--- config.mk ---
export PLATFORM = sky130hd
export DESIGN_NAME = seg7_reader_flat
export DESIGN_NICKNAME = d
export VERILOG_FILES = /design/src/rtl/seg7_reader_if.sv /design/src/rtl/seg7_reader.sv /design/src/flat_wrapper.sv
export SDC_FILE = /design/constraint.sdc
export NUM_CORES = 1
export LEC_CHECK = 0
export BUFFER_PORTS_ARGS = -buffer_cell sky130_fd_sc_hd__buf_4
export CAP_MARGIN = 30
export CELL_PAD_IN_SITES_DETAIL_PLACEMENT = 0
export CELL_PAD_IN_SITES_GLOBAL_PLACEMENT = 2
export CORE_UTILIZATION = 30
export CTS_CLUSTER_SIZE = 24
export DETAILED_ROUTE_END_ITERATION = 12
export GPL_TIMING_DRIVEN = 0
export PLACE_DENSITY_LB_ADDON = 0.1
export SYNTH_ARGS = -nofsm -noshare
export SYNTH_HDL_FRONTEND = slang
export SYNTH_SLANG_ARGS = --single-unit
--- constraint.sdc ---
create_clock -name clk -period 3.25 [get_ports clk]
set_input_delay 0.4875 -clock clk [delete_from_list [all_inputs] [get_ports clk]]
set_output_delay 0.4875 -clock clk [all_outputs]
set_load 0.02 [all_outputs]
--- src/rtl/seg7_reader_if.sv ---
// Bundles the segment readback bus: the sampled segment lines and error clear going in,
// the decoded digit, status pulses, error count and debug state coming out.
interface seg7_reader_if;
  logic [6:0] seg_n;
  logic       err_clr;
  logic [3:0] digit;
  logic       digit_valid;
  logic       blank;
  logic       digit_stb;
  logic       err;
  logic [7:0] err_cnt;
  logic       dbg_state;

  // There is no back-pressure on this bus. digit_stb and err are single-cycle pulses.
  // The consumer must sample them on the clock edge that follows their assertion.
  // digit, digit_valid, blank and err_cnt hold their values until the next accept or clear.
  modport master (
    output seg_n, err_clr,
    input  digit, digit_valid, blank, digit_stb, err, err_cnt, dbg_state
  );

  modport slave (
    input  seg_n, err_clr,
    output digit, digit_valid, blank, digit_stb, err, err_cnt, dbg_state
  );
endinterface

--- src/rtl/seg7_reader.sv ---
// Recovers the BCD digit from an active-low 7-segment bus: synchronize, debounce, decode,
// and count illegal patterns.
module seg7_reader #(
  parameter int unsigned STABLE_CYCLES = 4
) (
  input  logic          clk,
  input  logic          rst_n,
  seg7_reader_if.slave  bus
);

  typedef enum logic {
    SETTLE = 1'b0,
    LOCKED = 1'b1
  } state_t;

  localparam logic [7:0] STABLE_N = 8'(STABLE_CYCLES);

  logic [6:0] r_sync1;
  logic [6:0] r_sync2;
  logic [6:0] r_cand;
  logic [7:0] r_cnt;
  state_t     r_state;
  logic [3:0] r_digit;
  logic       r_digit_valid;
  logic       r_blank;
  logic       r_digit_stb;
  logic       r_err;
  logic [7:0] r_err_cnt;

  logic [6:0] w_p;
  logic       w_accept;
  logic       w_is_digit;
  logic [3:0] w_dec;

  assign w_p      = ~r_sync2;
  // The stable period has ended exactly once when SETTLE sees the counter at its target.
  assign w_accept = (r_state == SETTLE) && (r_cnt == STABLE_N);

  always_comb begin
    w_is_digit = 1'b1;
    w_dec      = 4'd0;
    case (r_cand)
      7'h3F:   w_dec = 4'd0;
      7'h06:   w_dec = 4'd1;
      7'h5B:   w_dec = 4'd2;
      7'h4F:   w_dec = 4'd3;
      7'h66:   w_dec = 4'd4;
      7'h6D:   w_dec = 4'd5;
      7'h7D:   w_dec = 4'd6;
      7'h07:   w_dec = 4'd7;
      7'h7F:   w_dec = 4'd8;
      7'h6F:   w_dec = 4'd9;
      default: w_is_digit = 1'b0;
    endcase
  end

  always_ff @(posedge clk or negedge rst_n) begin
    if (!rst_n) begin
      r_sync1       <= 7'h7F;
      r_sync2       <= 7'h7F;
      r_cand        <= 7'h00;
      r_cnt         <= 8'd0;
      r_state       <= SETTLE;
      r_digit       <= 4'd0;
      r_digit_valid <= 1'b0;
      r_blank       <= 1'b0;
      r_digit_stb   <= 1'b0;
      r_err         <= 1'b0;
      r_err_cnt     <= 8'd0;
    end else begin
      r_sync1     <= bus.seg_n;
      r_sync2     <= r_sync1;
      r_digit_stb <= 1'b0;
      r_err       <= 1'b0;

      if (w_p != r_cand) begin
        r_cand  <= w_p;
        r_cnt   <= 8'd1;
        r_state <= SETTLE;
      end else begin
        if (r_cnt < STABLE_N) begin
          r_cnt <= r_cnt + 8'd1;
        end
        if (w_accept) begin
          r_state <= LOCKED;
        end
      end

      // A pattern that was stable for the full period is still accepted
      // even if the bus moves away on this same edge.
      if (w_accept) begin
        if (w_is_digit) begin
          r_digit       <= w_dec;
          r_digit_valid <= 1'b1;
          r_blank       <= 1'b0;
          r_digit_stb   <= !r_digit_valid || (r_digit != w_dec);
        end else if (r_cand == 7'h00) begin
          r_digit_valid <= 1'b0;
          r_blank       <= 1'b1;
        end else begin
          r_digit_valid <= 1'b0;
          r_blank       <= 1'b0;
          r_err         <= 1'b1;
        end
      end

      if (bus.err_clr) begin
        r_err_cnt <= 8'd0;
      end else if (w_accept && !w_is_digit && (r_cand != 7'h00) && (r_err_cnt != 8'hFF)) begin
        r_err_cnt <= r_err_cnt + 8'd1;
      end
    end
  end

  assign bus.digit       = r_digit;
  assign bus.digit_valid = r_digit_valid;
  assign bus.blank       = r_blank;
  assign bus.digit_stb   = r_digit_stb;
  assign bus.err         = r_err;
  assign bus.err_cnt     = r_err_cnt;
  assign bus.dbg_state   = r_state;

endmodule

--- src/flat_wrapper.sv ---
// flat-port wrapper written by rule: the top's interface ports become plain ports
module seg7_reader_flat 
#(
  parameter int unsigned STABLE_CYCLES = 4
)
  (clk, rst_n, bus_seg_n, bus_err_clr, bus_digit, bus_digit_valid, bus_blank, bus_digit_stb, bus_err, bus_err_cnt, bus_dbg_state);
  seg7_reader_if bus_i ();
  input  logic clk;
  input  logic rst_n;
  input wire logic [$bits(bus_i.seg_n)-1:0] bus_seg_n;
  input wire logic [$bits(bus_i.err_clr)-1:0] bus_err_clr;
  output wire logic [$bits(bus_i.digit)-1:0] bus_digit;
  output wire logic [$bits(bus_i.digit_valid)-1:0] bus_digit_valid;
  output wire logic [$bits(bus_i.blank)-1:0] bus_blank;
  output wire logic [$bits(bus_i.digit_stb)-1:0] bus_digit_stb;
  output wire logic [$bits(bus_i.err)-1:0] bus_err;
  output wire logic [$bits(bus_i.err_cnt)-1:0] bus_err_cnt;
  output wire logic [$bits(bus_i.dbg_state)-1:0] bus_dbg_state;
  assign bus_i.seg_n = bus_seg_n;
  assign bus_i.err_clr = bus_err_clr;
  assign bus_digit = bus_i.digit;
  assign bus_digit_valid = bus_i.digit_valid;
  assign bus_blank = bus_i.blank;
  assign bus_digit_stb = bus_i.digit_stb;
  assign bus_err = bus_i.err;
  assign bus_err_cnt = bus_i.err_cnt;
  assign bus_dbg_state = bus_i.dbg_state;
  seg7_reader #(.STABLE_CYCLES(STABLE_CYCLES)) u_core (.clk(clk), .rst_n(rst_n), .bus(bus_i));
endmodule
Word level (Yosys, flattened, before mapping)
Cells that the tools add are included.
{ "op_classes": {"n_addsub": 2, "n_mul": 0, "div": 0, "n_lt_le_gt_ge": 1, "eq_ne": 14, "shifts": 0, "mux": 16, "bitwise": 2, "n_reduce_logical": 14} }
{ "ops": {"columns": ["operator", "n"], "rows": [
  ["$eq 7x7->1 const B", 7],
  ["$pmux 4 s9", 1],
  ["$mux 8", 4],
  ["$add 8x1->8 const B", 2],
  ["$eq 7x3->1 const B", 2],
  ["$mux 1", 11],
  ["$reduce_or 10->1", 1],
  ["$eq 8x3->1 const B", 1],
  ["$lt 8x3->1 const B", 1],
  ["$ne 8x8->1 const B", 1],
  ["$eq 7x6->1 const B", 1],
  ["$logic_not 7->1", 1],
  ["$ne 7x7->1", 1],
  ["$not 7->7", 1],
  ["$reduce_bool 7->1", 1],
  ["$reduce_bool 2->1", 3],
  ["$logic_and 1x1->1", 4],
  ["$ne 4x4->1", 1],
  ["$logic_not 1->1", 2],
  ["$reduce_and 2->1", 1],
  ["$logic_or 1x1->1", 1],
  ["$not 1->1", 1]
]} }
{ "word_totals": {"register_bits": 46, "latch_bits": 0, "ram_bits": 0, "rom_bits": 0, "input_bits": 10, "out_inout_bits": 17, "word_cells": 60, "memories": 0} }

Logic depth before layout (Yosys ltp)
{ "logic_depth": {"ltp_word": 9, "ltp_mapped": 8, "mapped_depth_nobuf": 7} }

Least setup slack after synthesis
OpenSTA, ideal clock, no wires.
{ "synth_path": {"path_type": "register -> register", "startpoint": "register u_core.r_cnt[5]", "endpoint": "register u_core.r_err_cnt[4], in the netlist u_core.bus.err_cnt[4]", "setup_time_ps": 125, "t_arrival_ps": 1924, "required_time_ps": 3125, "path_slack_ps": 1201, "stages_incl_launch_ff": 6, "path_buffers": 0, "cell_sequence": "dfrtp_1 or4_4 nor4_4 nand3_2 nor4_1 mux2_2"} }
{ "synth_via": {"elab_chain_len": 6} }
{ "synth_rtl": {"columns": ["item", "line_no", "rtl"], "rows": [
  ["start: declaration", "seg7_reader.sv:21", "logic [7:0] r_cnt;"],
  ["start signal: assignment", "seg7_reader.sv:82", "r_cnt <= r_cnt + 8'd1;"],
  ["$eq 8x3->1", "seg7_reader.sv:37", "assign w_accept = (r_state == SETTLE) && (r_cnt == STABLE_N);"],
  ["$logic_and 1x1->1", "seg7_reader.sv:37", null],
  ["$logic_and 1x1->1 (3 in a row)", "seg7_reader.sv:109", "end else if (w_accept && !w_is_digit && (r_cand != 7'h00) && (r_err_cnt != 8'hFF)) begin"],
  ["$reduce_bool 2->1 (no line)", null, null],
  ["end signal: assignment", "seg7_reader.sv:110", "r_err_cnt <= r_err_cnt + 8'd1;"],
  ["end: declaration", "seg7_reader.sv:28", "logic [7:0] r_err_cnt;"]
]} }
No other way between the ends.
A chain may end at the register's enable or synchronous reset.

Worst setup path after layout
{ "layout_path": {"startpoint": "register u_core.r_cnt[5]", "endpoint": "register u_core.r_err_cnt[5], in the netlist u_core.bus.err_cnt[5]"} }
Same word-level chain as after synthesis.

==> results.md <==
- Buffers added to address setup during post-CTS repair amount to 0.
- The fraction of final layout cells with drive strength greater than 1 is 0.298.
- IR analysis of the VDD net gives a maximum drop of ~0.20 mV.
- The worst pin sits at a relative slew slack of 0.619.
- The via count of the first global-routing pass is 1516.
- The proportion of synthesized flip-flops having asynchronous set or reset is 1.00.
- The origin of the critical flop-to-flop path is u_core.r_cnt[5]$_DFFE_PN0P_.
- The net count of the finished layout is 237.
- After filler insertion, the fill cell instance count of the layout stands at 679.
- In this run, the number of DRC markers left after iteration 0 of detailed routing was 86.
- The slew at the pin closest to its max-slew limit is around 0.57 ns.
- Measured along the y axis, the die boundary spans ~86 µm.
- The first global-routing pass estimated about 7100 µm of wire.
- The number of top-level pins is 27.
- In this run the remaining antenna-violating nets after routing total 0.
- Setup total negative slack on the finished layout was measured at 0 ns.
- Hold repair after CTS inserted 0 buffers.
- The clock latency on the worst-skew pair is 0.30 ns.
- The maximum level of the CTS H-tree is 2.
- The number of enable-type register cells in the synthesized netlist is 0.
- The critical path startpoint category is a register.
- Derived from the worst setup path, the maximum achievable clock frequency is about 0.43 GHz.
- Setup repair after global routing left no endpoint under its margin.
- When the netlist entered floorplanning its net count stood at 203.
- The flow ran to the end, and the final reports show no timing, DRC or antenna violations.
- For this run, the total global-route usage over all layers was measured as 0.121.
- The initial utilization of the core area, before any placement, comes to 0.312.
- The number of antenna cells inserted is 0.
- The die covers 7400 µm².
- The final number of max-transition violations came to 0.
- The count of input and output buffers is 26.
- Along the worst path, the maximum fanout reaches 9.
- After synthesis, the mean cell area works out to 11.1 µm².
- The endpoint of the worst register-to-register path is u_core.bus.err_cnt[5]$_DFFE_PN0P_.
- Counting I/O delays and the setup requirement, the final critical path takes 2.30 ns.
- The worst hold margin is 0.178 ns.
- The top cell types in the final layout, fill and taps aside, are 32 x dfrtp_1, 26 x buf_4, 14 x dfstp_2, 13 x inv_1, 13 x nor2_1.
- The clock passes through at most 2 buffers.
- The number of remaining DRC errors is 0.
- Once detailed placement completed, the half-perimeter wirelength came to approximately 2800 µm.
- The met2 layer usage reported by global route is 0.204.
- STA classifies the critical path endpoint as a register.
- Dividing the detail-routed via count by the number of cells gives about 4.5.
- The most congested layer reported by global routing is met2.
- The share of the clock period used by the worst path is 0.709.
- The final layout contains routed wiring with a total length of 4050 µm.
- For met3 alone, demand over resource in global routing was 0.0231.
- The total congestion overflow after global routing is 0.
- In this run, CTS created clock tree buffers numbering 5.
- The layout overhead on the synthesized area is 19.6%.
- On the final layout, the worst clock skew is 0.00765 ns.
- CTS placed an instance of clkbuf_8 at the clock tree root.
- The final count of negative-setup-slack endpoints is 0.
- The total non-filler cell area in the finished layout is 2530 µm².
- Among all flip-flop cells after synthesis, the most frequent one is dfrtp_1.
- The region available for standard cell placement spans 6790 µm².
- The first-pass detailed-route iteration total is 4.
- Dividing the detail-routed wire length by the instance count gives ~13 µm.
- Summed over all cells, the static leakage comes to 1.15 nW.
- The cell area that synthesis handed to floorplanning was around 2100 µm².
- After technology mapping, the gate count stands at 190.
- In this run, synthesis produced a sequential element count of 46.
- From left edge to right edge, the die measures around 86 µm.
- Across all register-to-register paths, the minimum setup slack is between 0.9 and 1 ns.
- The final hold violation count was 0.
- The power per standard cell area is 408 nW/µm².
- The number of antenna violations at the first check in global routing came to 0.
- The required time reported for the critical path endpoint is 3.44 ns.
- Counting every sink on the clock net gives 46.
- The kind of critical path is register to register.
- At the worst endpoint, the arrival time is 2.49 ns.
- TritonCTS built the clock tree.
- The cell count of the worst reg-to-reg path is 5.
- The netlist uses 46 different library cells.
- The number of gates resized after CTS was 0.
- The post-synthesis sequential area ratio is 0.552.
- The total number of vias is 1459.
- The tool flagged a number of max-cap violations equal to 0.
- Once placement finished, the instance area stood at around 2400 µm².
- The Yosys step of the flow raised 0 warnings.
- The register clock-pin slew on the reported worst setup and hold paths is approximately 0.10 ns.
- The maximum number of pins on one net before global-route repair is 47.
- The count of standard-cell rows is 30.
- The routability congestion estimate from global placement is 0.777.
- The min-delay analysis places its worst path in the category input port to async pin.
- The most frequent standard cell in the layout excluding fill and tap cells is dfrtp_1.
- For this run, global-route usage on met1 was measured as 0.158.
registers in the layout, indices dropped and copies added, names as in the netlist:
register / count
u_core.bus.blank: 1
u_core.bus.dbg_state: 1
u_core.bus.digit: 4
u_core.bus.digit_stb: 1
u_core.bus.digit_valid: 1
u_core.bus.err: 1
u_core.bus.err_cnt: 8
u_core.r_cand: 7
u_core.r_cnt: 8
u_core.r_sync1: 7
u_core.r_sync2: 7
area by class of cell:
| type | count | area [µm²] | area share |
|---|---|---|---|
| Clock buffer | 5 | 68.8 | 0.0272 |
| Clock inverter | 3 | 26.3 | 0.0104 |
| Buffer | 10 | 42.5 | 0.0168 |
| Inverter | 13 | 48.8 | 0.0193 |
| Multi-Input combinational cell | 121 | 857 | 0.338 |
| Sequential cell | 46 | 1170 | 0.461 |
| Timing Repair Buffer | 27 | 200 | 0.0791 |
| Tap cell | 96 | 120 | 0.0474 |
worst max-delay path, stage by stage (launching register included):
cell	delay, ns
dfrtp_1	0.40
or4_4	0.55
nor4_4	0.28
nand3_2	0.24
nor4_1	0.34
mux2_2	0.38
per-stage QoR:
| step | cells | util | worst slack [ns] | power (mW) |
|---|---|---|---|---|
| after floorplan | 190 | - | 1.20 | 0.643 |
| after global placement | 312 | 0.358 | 0.991 | 0.671 |
| after CTS | 321 | 0.373 | 0.926 | 1.06 |
| after detailed placement | 313 | 0.359 | 0.941 | 0.673 |
| after global routing | 321 | 0.373 | 0.784 | 1.09 |
| final | 321 | 0.373 | 0.946 | 1.03 |
worst max-delay path by stage:
| stage | end | slack, ns | from |
|---|---|---|---|
| floorplan | u_core.bus.err_cnt[4]$_DFFE_PN0P_ | 1.20 | u_core.r_cnt[5]$_DFFE_PN0P_ |
| global placement | u_core.bus.err_cnt[5]$_DFFE_PN0P_ | 0.99 | u_core.r_cnt[5]$_DFFE_PN0P_ |
| detailed placement | u_core.bus.err_cnt[5]$_DFFE_PN0P_ | 0.94 | u_core.r_cnt[5]$_DFFE_PN0P_ |
| CTS | u_core.bus.err_cnt[5]$_DFFE_PN0P_ | 0.93 | u_core.r_cnt[5]$_DFFE_PN0P_ |
| global route | u_core.bus.err_cnt[4]$_DFFE_PN0P_ | 0.78 | u_core.r_cnt[5]$_DFFE_PN0P_ |
| finish | u_core.bus.err_cnt[5]$_DFFE_PN0P_ | 0.95 | u_core.r_cnt[5]$_DFFE_PN0P_ |
Yosys cell counts, types with 2 or more instances:
cell / n / area [µm²]
o31ai_1: 3 / 22.5
nand2_1: 9 / 33.8
buf_2: 4 / 20.0
inv_1: 13 / 48.8
o21ai_0: 3 / 15.0
mux2_2: 7 / 78.8
and2_1: 6 / 37.5
ha_1: 3 / 37.5
a22o_1: 3 / 26.3
nand4b_1: 2 / 17.5
dfstp_2: 14 / 368
nor2_1: 13 / 48.8
nand3_1: 8 / 40.0
nor4_1: 5 / 31.3
dfrtp_1: 32 / 801
and3_1: 3 / 18.8
xor2_1: 7 / 61.3
a41oi_1: 2 / 17.5
or4_1: 2 / 15.0
clkbuf_1: 5 / 18.8
nor3_1: 5 / 25.0
xnor2_1: 6 / 52.6
a21oi_1: 3 / 15.0
nand4_1: 3 / 18.8
nor2b_1: 8 / 50.1
layer usage:
layer | up-vias | routed length (µm)
li1 | 730 | -
met1 | 694 | 1890
met2 | 28 | 1970
met3 | 7 | 135
met4 | 0 | 48
met5 | - | 0
power breakdown:
group          internal, mW  switching [mW]
Clock                 0.160           0.213
Combinational        0.0224          0.0387
Sequential            0.593         0.00708
cells by family after synthesis:
family          share of synthesized area
compound gates                     0.0751
xor+xnor                           0.0538
mux                                0.0420
flops                               0.552
buf+inv                            0.0431
simple gates                        0.216
fa+ha+maj                          0.0177
No activity file was read; power rests on OpenSTA's default activity.
